==> src/rtl/rgb2gray_ctrl.sv <==
// rgb2gray_ctrl: frame sequencer for a free-running 3-stage RGB-to-luma converter.
// Walks the RGB buffer in raster order, one read per cycle, and tracks each pixel
// through the read and converter latencies with a tag pipe so the gray value is
// written to the matching address. Validity comes only from the tag pipe.
module rgb2gray_ctrl #(
    parameter int unsigned IMG_W    = 640,
    parameter int unsigned IMG_H    = 480,
    parameter int unsigned ADDR_W   = 19,
    parameter int unsigned RD_LAT   = 1,
    parameter int unsigned CONV_LAT = 3
) (
    input  logic              clk,
    input  logic              rst,
    input  logic              start,
    input  logic              abort,
    output logic              busy,
    output logic              done,
    output logic              rd_en,
    output logic [ADDR_W-1:0] rd_addr,
    input  logic [23:0]       rd_data,
    output logic [7:0]        conv_r,
    output logic [7:0]        conv_g,
    output logic [7:0]        conv_b,
    input  logic [7:0]        conv_y,
    output logic              wr_en,
    output logic [ADDR_W-1:0] wr_addr,
    output logic [7:0]        wr_data,
    output logic              wr_line_end
);

    localparam int unsigned D     = RD_LAT + CONV_LAT;
    localparam int unsigned COL_W = (IMG_W > 1) ? $clog2(IMG_W) : 1;
    localparam int unsigned ROW_W = (IMG_H > 1) ? $clog2(IMG_H) : 1;
    localparam logic [COL_W-1:0] COL_LAST = COL_W'(IMG_W - 1);
    localparam logic [ROW_W-1:0] ROW_LAST = ROW_W'(IMG_H - 1);

    typedef enum logic [1:0] {
        IDLE  = 2'd0,
        RUN   = 2'd1,
        DRAIN = 2'd2,
        DONE  = 2'd3
    } state_e;

    state_e            state_q, state_d;
    logic [ADDR_W-1:0] rd_addr_q, rd_addr_d;
    logic [COL_W-1:0]  col_q, col_d;
    logic [ROW_W-1:0]  row_q, row_d;
    logic [D-1:0]      tag_vld_q, tag_vld_d;
    logic [D-1:0]      tag_le_q, tag_le_d;
    logic [ADDR_W-1:0] tag_addr_q [D];
    logic [ADDR_W-1:0] tag_addr_d [D];

    logic abort_take;
    logic last_read;
    logic pending;

    // Converter taps and write data are pure wiring.
    assign conv_r      = rd_data[23:16];
    assign conv_g      = rd_data[15:8];
    assign conv_b      = rd_data[7:0];
    assign wr_data     = conv_y;
    assign rd_addr     = rd_addr_q;
    assign wr_en       = tag_vld_q[D-1];
    assign wr_addr     = tag_addr_q[D-1];
    assign wr_line_end = tag_le_q[D-1];

    assign abort_take = abort && ((state_q == RUN) || (state_q == DRAIN));
    assign last_read  = (state_q == RUN) && (col_q == COL_LAST) && (row_q == ROW_LAST);
    // The tail stage is the write happening now; only earlier stages still owe writes.
    assign pending    = |tag_vld_q[D-2:0];

    // State, counters and tag pipe registers.
    always_ff @(posedge clk) begin
        if (rst) begin
            state_q   <= IDLE;
            rd_addr_q <= '0;
            col_q     <= '0;
            row_q     <= '0;
            tag_vld_q <= '0;
            tag_le_q  <= '0;
            for (int unsigned i = 0; i < D; i++) tag_addr_q[i] <= '0;
        end else begin
            state_q   <= state_d;
            rd_addr_q <= rd_addr_d;
            col_q     <= col_d;
            row_q     <= row_d;
            tag_vld_q <= tag_vld_d;
            tag_le_q  <= tag_le_d;
            for (int unsigned i = 0; i < D; i++) tag_addr_q[i] <= tag_addr_d[i];
        end
    end

    // Next-state logic; start wins over abort in IDLE, abort cancels RUN/DRAIN.
    always_comb begin
        state_d = state_q;
        case (state_q)
            IDLE:    if (start) state_d = RUN;
            RUN: begin
                if (abort)          state_d = IDLE;
                else if (last_read) state_d = DRAIN;
            end
            DRAIN: begin
                if (abort)         state_d = IDLE;
                else if (!pending) state_d = DONE;
            end
            DONE:    state_d = IDLE;
            default: state_d = IDLE;
        endcase
    end

    // Moore outputs decoded from the current state.
    always_comb begin
        busy  = (state_q == RUN) || (state_q == DRAIN);
        done  = (state_q == DONE);
        rd_en = (state_q == RUN);
    end

    // Raster address/column/row counters; hold at the last pixel once it is read.
    always_comb begin
        rd_addr_d = rd_addr_q;
        col_d     = col_q;
        row_d     = row_q;
        if ((state_q == IDLE) && start) begin
            rd_addr_d = '0;
            col_d     = '0;
            row_d     = '0;
        end else if ((state_q == RUN) && !last_read) begin
            rd_addr_d = rd_addr_q + ADDR_W'(1);
            if (col_q == COL_LAST) begin
                col_d = '0;
                if (row_q != ROW_LAST) row_d = row_q + ROW_W'(1);
            end else begin
                col_d = col_q + COL_W'(1);
            end
        end
    end

    // Tag pipe: load the read issued this cycle, shift toward the write tail.
    always_comb begin
        tag_vld_d     = {tag_vld_q[D-2:0], rd_en};
        tag_le_d      = {tag_le_q[D-2:0], rd_en && (col_q == COL_LAST)};
        tag_addr_d[0] = rd_addr_q;
        for (int unsigned i = 1; i < D; i++) tag_addr_d[i] = tag_addr_q[i-1];
        if (abort_take) begin
            tag_vld_d = '0;
            tag_le_d  = '0;
        end
    end

endmodule

==> config.mk <==
export PLATFORM = sky130hd
export DESIGN_NAME = rgb2gray_ctrl
export DESIGN_NICKNAME = d
export VERILOG_FILES = /design/src/rtl/rgb2gray_ctrl.sv
export SDC_FILE = /design/constraint.sdc
export NUM_CORES = 1
export LEC_CHECK = 0
export ABC_AREA = 1
export ABC_CLOCK_PERIOD_IN_PS = 1800
export BUFFER_PORTS_ARGS = -buffer_cell sky130_fd_sc_hd__buf_2
export CELL_PAD_IN_SITES_DETAIL_PLACEMENT = 0
export CELL_PAD_IN_SITES_GLOBAL_PLACEMENT = 1
export CORE_UTILIZATION = 39
export DETAILED_ROUTE_END_ITERATION = 10
export GPL_ROUTABILITY_DRIVEN = 0
export PLACE_DENSITY_LB_ADDON = 0.1
export SETUP_SLACK_MARGIN = 0.2
export SLEW_MARGIN = 20
export SYNTH_ARGS = -nofsm -noshare
export SYNTH_HDL_FRONTEND = slang
export SYNTH_SLANG_ARGS = --single-unit
export TNS_END_PERCENT = 20
==> constraint.sdc <==
create_clock -name clk -period 1.8 [get_ports clk]
set_input_delay 0.09 -clock clk [delete_from_list [all_inputs] [get_ports clk]]
set_output_delay 0.09 -clock clk [all_outputs]
set_load 0.1 [all_outputs]
==> results of run 1 <==
[metrics by stage]
| step | util [%] | instances |
|---|---|---|
| finish | 49.06 | 896 |
| global route | 49.06 | 896 |
| CTS | 48.06 | 890 |
| floorplan | - | 678 |
| detailed placement | 41.70 | 846 |
| global placement | 41.70 | 846 |
[power by group through the flow]
stage	sequential, mW	clock (mW)	combinational, mW
4_1_cts	2.86	3.75	1.40
3_3_place_gp	2.91	0	1.18
6_report	2.86	3.67	1.46
5_1_grt	2.86	3.92	1.57
3_5_place_dp	2.91	0	1.19
2_1_floorplan	2.92	0	1.24
[final timing paths]
| path | from | endpoint | slack (ps) | cells after the start |
|---|---|---|---|---|
| worst max-delay path | row_q[0] | col_q[8] | 240 | 11 |
| worst min-delay path | start | col_q[6] | 90 | 6 |
| worst max register to register | row_q[0] | col_q[8] | 240 | 11 |
| worst min register to register | tag_addr_q[0][6] | tag_addr_q[1][6] | 400 | 2 |
[worst reg2reg max path, cell delays in order, from the launching register on]
cell	delay, ps
dfxtp_2	360
ha_4	140
inv_2	50
nor2_4	110
nand2_2	70
nor2_4	140
nand2_2	110
nand2_4	110
buf_6	120
buf_12	110
nand2_1	50
a21oi_1	120
[layer usage]
metal  part of all wire, %  routed length [µm]  vias up  track usage, %
li1                      -                   -     2046               -
met3                   5.3                 520       41           4.722
met1                    49                4811     1623           21.28
met4                   2.3                 222        0           9.145
met5                     0                   0        -               0
met2                    43                4255       84           23.71
[cells in the mapped netlist (all sizes together) (4+ instances only)]
| cell | count | area [µm²] |
|---|---|---|
| clkbuf | 11 | 41.29 |
| inv | 112 | 420.4 |
| nand4 | 5 | 31.28 |
| nand2 | 121 | 466.7 |
| buf | 56 | 422.9 |
| nor3 | 4 | 20.02 |
| a21oi | 38 | 205.2 |
| dfxtp | 124 | 2482 |
| o21ai | 7 | 35.03 |
| nor2 | 146 | 580.6 |
| ha | 8 | 100.1 |
| xor2 | 14 | 122.6 |
| nand3 | 28 | 145.1 |
[area by class of cell]
| cell class | instances | area share [%] |
|---|---|---|
| Sequential cell | 124 | 40.20 |
| Tap cell | 172 | 3.462 |
| Clock buffer | 18 | 7.065 |
| Clock inverter | 14 | 3.382 |
| Timing Repair Buffer | 81 | 9.521 |
| Inverter | 112 | 6.824 |
| Multi-Input combinational cell | 375 | 29.55 |
[cells by family after synthesis]
logic type	Yosys count
simple gates	304
buf+inv	179
flops	124
compound gates	47
xor+xnor	16
fa+ha+maj	8
[repair_timing]
item	4_1_cts	5_1_grt
cloned	1	0
buffers inserted	10	6
hold buffers	1	0
pin swaps	6	11
gates resized for setup	14	21
hold endpoints to repair	1	0
endpoints found under the setup margin	41	36
[state kept, by name (all words and copies together), names as in the netlist]
| register | count |
|---|---|
| tag_addr_q | 76 |
| rd_addr | 19 |
| col_q | 10 |
| row_q | 9 |
| tag_le_q | 4 |
| tag_vld_q | 4 |
| state_q | 2 |
==> reports/results.ini, run 1 <==
[outcome]
outcome = finished clean

[worst_setup_path]
crit_type = reg2reg
cp-end-kind = flop
crit_chain = ha_4 > inv_2 > nor2_4 > nand2_2 > nor2_4 > nand2_2 > nand2_4 > buf_6 > buf_12 > nand2_1 > a21oi_1
cp_max_fo = 8
max_stage_delay_ps = 360
cp.arrival_ps = 1900
crit_buf_inv = 3
cp.required_ps = 2140
critPathSlowestCell = dfxtp_2
startpoint_type = flop
path_delay_family = simple AND/OR/NAND/NOR gates

[synth]
synth_xor_xnor_area_share_pct = 2.745
synth-seq-cells = 124
syn_inst = 678
synth-edff-count = 0
async_flop_share_pct = 0
synth-simple-area-share_pct = 24.36
synth_area_mm2 = 0.005105
syn_nets = 722
yosysSeqAreaShare_pct = 48.63
yosysWarnings = 0
syn_area_per_cell_um2 = 7.529
synth_compound_area_share_pct = 4.975
synth_adder_area_share_pct = 1.961
yosysUniqueCellTypes = 27
synth_mux_area_share_pct = 0
ys.flop_type = dfxtp_1
synth_top_family_by_area = simple AND/OR/NAND/NOR gates

[power]
p_per_area_mw_per_mm2 = 1285
clkPwrFrac_pct = 46.0
vdd_drop_max_mv = 0.6176
p_switching_mw = 2.253
pwr-share-seq_pct = 35.8
p_sw_share_pct = 28.21
cellLeakagePower_nw = 2.518
intPower_mw = 5.734
combPwrFrac_pct = 18.3
p_total_mw = 7.987

[finish]
multi_input_area_mm2 = 0.001837
regArea_mm2 = 0.002499
synthToLayoutAreaGrowth_pct = 21.76
fin_area_mm2 = 0.006216
mostFrequentLayoutCell = nor2_1
antenna_cells = 0
final_cell_mix = nor2_1 (140), dfxtp_1 (117), nand2_1 (114), inv_1 (106), buf_2 (45)
nets = 755
nFillCells = 1285
drive_gt1_share_pct = 20.99

[placed_design]
placed_cell_area_mm2 = 0.005284
io_buffers = 46
pre_cts_slack_ps = 44.34
hpwl_um = 6655

[clocking]
cts_tree = built
cts_sinks = 124
clkLatencyLatePin_ps = 410
cts_root_buf = clkbuf_16
cts_made_buffers = 17
path_clk_slew_ps = 60
htreeDepth = 4
ctsLongestPathBuffers = 2

[sta]
finalSetupViolCount = 0
final_max_slew_viol_count = 0
worst_pin_slew_ps = 506.2
fmax_mhz = 640.4
min_period_ps = 1561
slew_headroom_pct = 66.48
rsz0062_at_grt = true
fin_crit_sh_pct = 86.75
whs_ps = 93.36
setup_ws_ps = 238.5
hold_viol = 0
fin_skew_ps = 6.470
finalSetupTns_ps = 0

[route]
drc_errors = 0
drt_iter0_drc = 243
routedWlPerCell_um = 10.95
via_per_inst = 4.234
wirelength_um = 9809
drtPass1Iterations = 5
vias = 3794
final_antenna_net_count = 0

[die]
fp.dieW_um = 116.4
dieHeight_um = 116.4
core-area_mm2 = 0.01267
ios = 111
row_count = 41
start_util_pct = 40.29
fp.dieArea_mm2 = 0.01355

[grt]
grt_usage_pct = 16.20
antenna_found_initial = 0
grt_pass1_wl_um = 16600
grt_pass1_vias = 3475
grt_max_degree = 76
grt_overflow = 0

[hold_path]
hold_path_class = in2reg

[run]
max_cap_violations = 0

(Power assumes the default switching activity.)
==> inputs of run 2 (changes only) <==
--- a/config.mk
+++ b/config.mk
@@ -13,8 +13,10 @@
 export CORE_UTILIZATION = 39
 export DETAILED_ROUTE_END_ITERATION = 10
 export GPL_ROUTABILITY_DRIVEN = 0
+export GPL_TIMING_DRIVEN = 0
 export PLACE_DENSITY_LB_ADDON = 0.1
 export SETUP_SLACK_MARGIN = 0.2
+export SKIP_LAST_GASP = 1
 export SLEW_MARGIN = 20
 export SYNTH_ARGS = -nofsm -noshare
 export SYNTH_HDL_FRONTEND = slang
==> run 2 against run 1 <==
Setup slack got worse by 48 ps. Total power decreased by 1.5%. Sequential share of layout area decreased by 2.8 points. Hold slack improved by 50 ps. Critical path depth decreased by 3. Via count increased by 9.5%. Clock skew increased by 2.5 ps. Cell area increased by 7.9%. Combinational power increased by 34%. First-iteration DRC count decreased by 19%. Highest routed layer unchanged.
==> reports/results.ini, run 2 (same netlist as run 1, synthesis figures left out) <==
[sta]
worst_pin_slew_ps = 488.2  ; was 506.2 ps
finalSetupViolCount = 0  ; unchanged
min_period_ps = 1610  ; was 1561 ps
rsz0062_at_grt = true  ; unchanged
hold_viol = 0  ; unchanged
whs_ps = 143.6  ; was 93.36 ps
fin_crit_sh_pct = 89.44  ; was 86.75%
final_max_slew_viol_count = 0  ; unchanged
fmax_mhz = 621.1  ; was 640.4 MHz
slew_headroom_pct = 67.67  ; was 66.48%
finalSetupTns_ps = 0  ; unchanged
fin_skew_ps = 8.952  ; was 6.470 ps
setup_ws_ps = 190.1  ; was 238.5 ps

[finish]
nFillCells = 1261  ; was 1285
multi_input_area_mm2 = 0.001916  ; was 0.001837 mm²
fin_util_pct = 52.95  ; was 49.06%
antenna_cells = 0  ; unchanged
finalNonFillerCells = 983  ; was 896
nets = 842  ; was 755
synthToLayoutAreaGrowth_pct = 31.42  ; was 21.76%
fin_area_mm2 = 0.006709  ; was 0.006216 mm²
top_register = tag_addr_q  ; unchanged
drive_gt1_share_pct = 30.46  ; was 20.99%
largest_reg_flops = 76  ; unchanged
mostFrequentLayoutCell = nor2_1  ; unchanged
final_cell_mix = nor2_1 (136), dfxtp_1 (113), nand2_1 (110), inv_1 (105), buf_2 (77)  ; was nor2_1 (140), dfxtp_1 (117), nand2_1 (114), inv_1 (106), buf_2 (45)
regArea_mm2 = 0.002509  ; was 0.002499 mm²

[hold_path]
hold_end = state_q[1]  ; was col_q[6]
hold_path.startpoint = abort  ; was start
holdPathStages = 6  ; unchanged
hold_path_class = in2reg  ; unchanged

[route]
drtPass1Iterations = 5  ; unchanged
drt_iter0_drc = 197  ; was 243
wirelength_um = 10610  ; was 9809 µm
drc_errors = 0  ; unchanged
via_per_inst = 4.228  ; was 4.234
final_antenna_net_count = 0  ; unchanged
routedWlPerCell_um = 10.79  ; was 10.95 µm
vias = 4156  ; was 3794

[grt]
grt_pass1_wl_um = 15840  ; was 16600 µm
top_usage_layer = met2  ; unchanged
grt_usage_pct = 15.54  ; was 16.20%
grt.met3_usage_pct = 5.138  ; was 4.722%
antenna_found_initial = 0  ; unchanged
grt_overflow = 0  ; unchanged
use_met2_pct = 24.58  ; was 23.71%
grt_pass1_vias = 3419  ; was 3475
grtUsageMet1_pct = 19.25  ; was 21.28%
grt_max_degree = 17  ; was 76

[power]
p_total_mw = 7.867  ; was 7.987 mW
p_per_area_mw_per_mm2 = 1173  ; was 1285 mW/mm²
vdd_drop_max_mv = 0.5841  ; was 0.6176 mV
cellLeakagePower_nw = 2.841  ; was 2.518 nW

[worst_setup_path]
reg2reg_depth = 8  ; was 11
crit_buf_inv = 4  ; was 3
max_stage_delay_ps = 360  ; about the same
cp.arrival_ps = 1960  ; was 1900 ps
critPathSlowestCell = dfxtp_4  ; was dfxtp_2
crit_type = reg2reg  ; unchanged
rr_endpoint = rd_addr[5]  ; was col_q[8]
cp_max_fo = 5  ; was 8
crit_chain = inv_4 > ha_4 > clkinvlp_4 > buf_12 > a21oi_4 > buf_2 > a21oi_1 > nor2_1  ; was ha_4 > inv_2 > nor2_4 > nand2_2 > nor2_4 > nand2_2 > nand2_4 > buf_6 > buf_12 > nand2_1 > a21oi_1
r2r_start = state_q[1]  ; was row_q[0]
cp.required_ps = 2150  ; was 2140 ps
startpoint_type = flop  ; unchanged
path_delay_family = buffers and inverters  ; was simple AND/OR/NAND/NOR gates
cp-end-kind = flop  ; unchanged
reg2reg_slack_ps = 190  ; was 240 ps

[clocking]
cts_sinks = 124  ; unchanged
ctsLongestPathBuffers = 2  ; unchanged
clkLatencyLatePin_ps = 410  ; about the same
htreeDepth = 4  ; unchanged
path_clk_slew_ps = 50  ; was 60 ps
cts_tree = built  ; unchanged
cts_made_buffers = 17  ; unchanged
cts_root_buf = clkbuf_16  ; unchanged
cts_hold_buf = 0  ; was 1

[placed_design]
placed_cell_area_mm2 = 0.005728  ; was 0.005284 mm²
pre_cts_slack_ps = -268.0  ; was 44.34 ps
io_buffers = 77  ; was 46
hpwl_um = 7379  ; was 6655 µm
placedCellCount = 927  ; was 846

[die]
core-area_mm2 = 0.01267  ; unchanged
dieHeight_um = 116.4  ; unchanged
row_count = 41  ; unchanged
ios = 111  ; unchanged
fp.dieArea_mm2 = 0.01355  ; unchanged
fp.dieW_um = 116.4  ; unchanged
start_util_pct = 40.29  ; unchanged

[outcome]
outcome = finished clean  ; unchanged

[run]
max_cap_violations = 0  ; unchanged

run 2: layout make-up:
class                      instances  area share [%]
timing repair buffer             100           9.082
sequential                       124           37.39
tap                              172           3.208
inverter                         112           6.434
clock buffer                      20           6.658
buffer                            67           7.311
multi-input combinational        376           28.55
clock inverter                    12           1.361
run 2: worst min-delay path, delay by kind of cell:
| family | cells | cell delay (ps) |
|---|---|---|
| compound gates | 1 | 90 |
| buf+inv | 2 | 170 |
| simple gates | 3 | 160 |
run 2: per-layer routing:
metal / share of wire (%) / wire (µm) / up-vias
li1: - / - / 2229
met4: 1.6 / 175 / 0
met1: 47 / 5013 / 1794
met2: 46 / 4868 / 116
met5: 0 / 0 / -
met3: 5.2 / 551 / 17
run 2: power breakdown:
part	internal, mW	switching [mW]	leakage (nW)
logic	0.666	1.29	1.57
clock network	1.80	1.23	0.261
registers	2.82	0.0674	1.01
run 2: repair_timing:
action | 4_1_cts | 5_1_grt
setup endpoints to repair | 42 | 42
gates resized for setup | 21 | 50
setup buffers | 6 | 12
cloned | 0 | 6
pin swaps | 5 | 13
run 2: worst max-delay path by stage:
| stage | startpoint | end | slack, ps | cells after the start |
|---|---|---|---|---|
| finish | state_q[1] | rd_addr[5] | 190 | 8 |
| global route | state_q[1] | col_q[2] | 120 | 8 |
| CTS | col_q[0] | col_q[3] | 170 | 10 |
| detailed placement | state_q[0] | rd_addr[11] | -270 | 6 |
| global placement | state_q[0] | rd_addr[12] | -210 | 6 |
| floorplan | state_q[1] | rd_addr[4] | 130 | 9 |
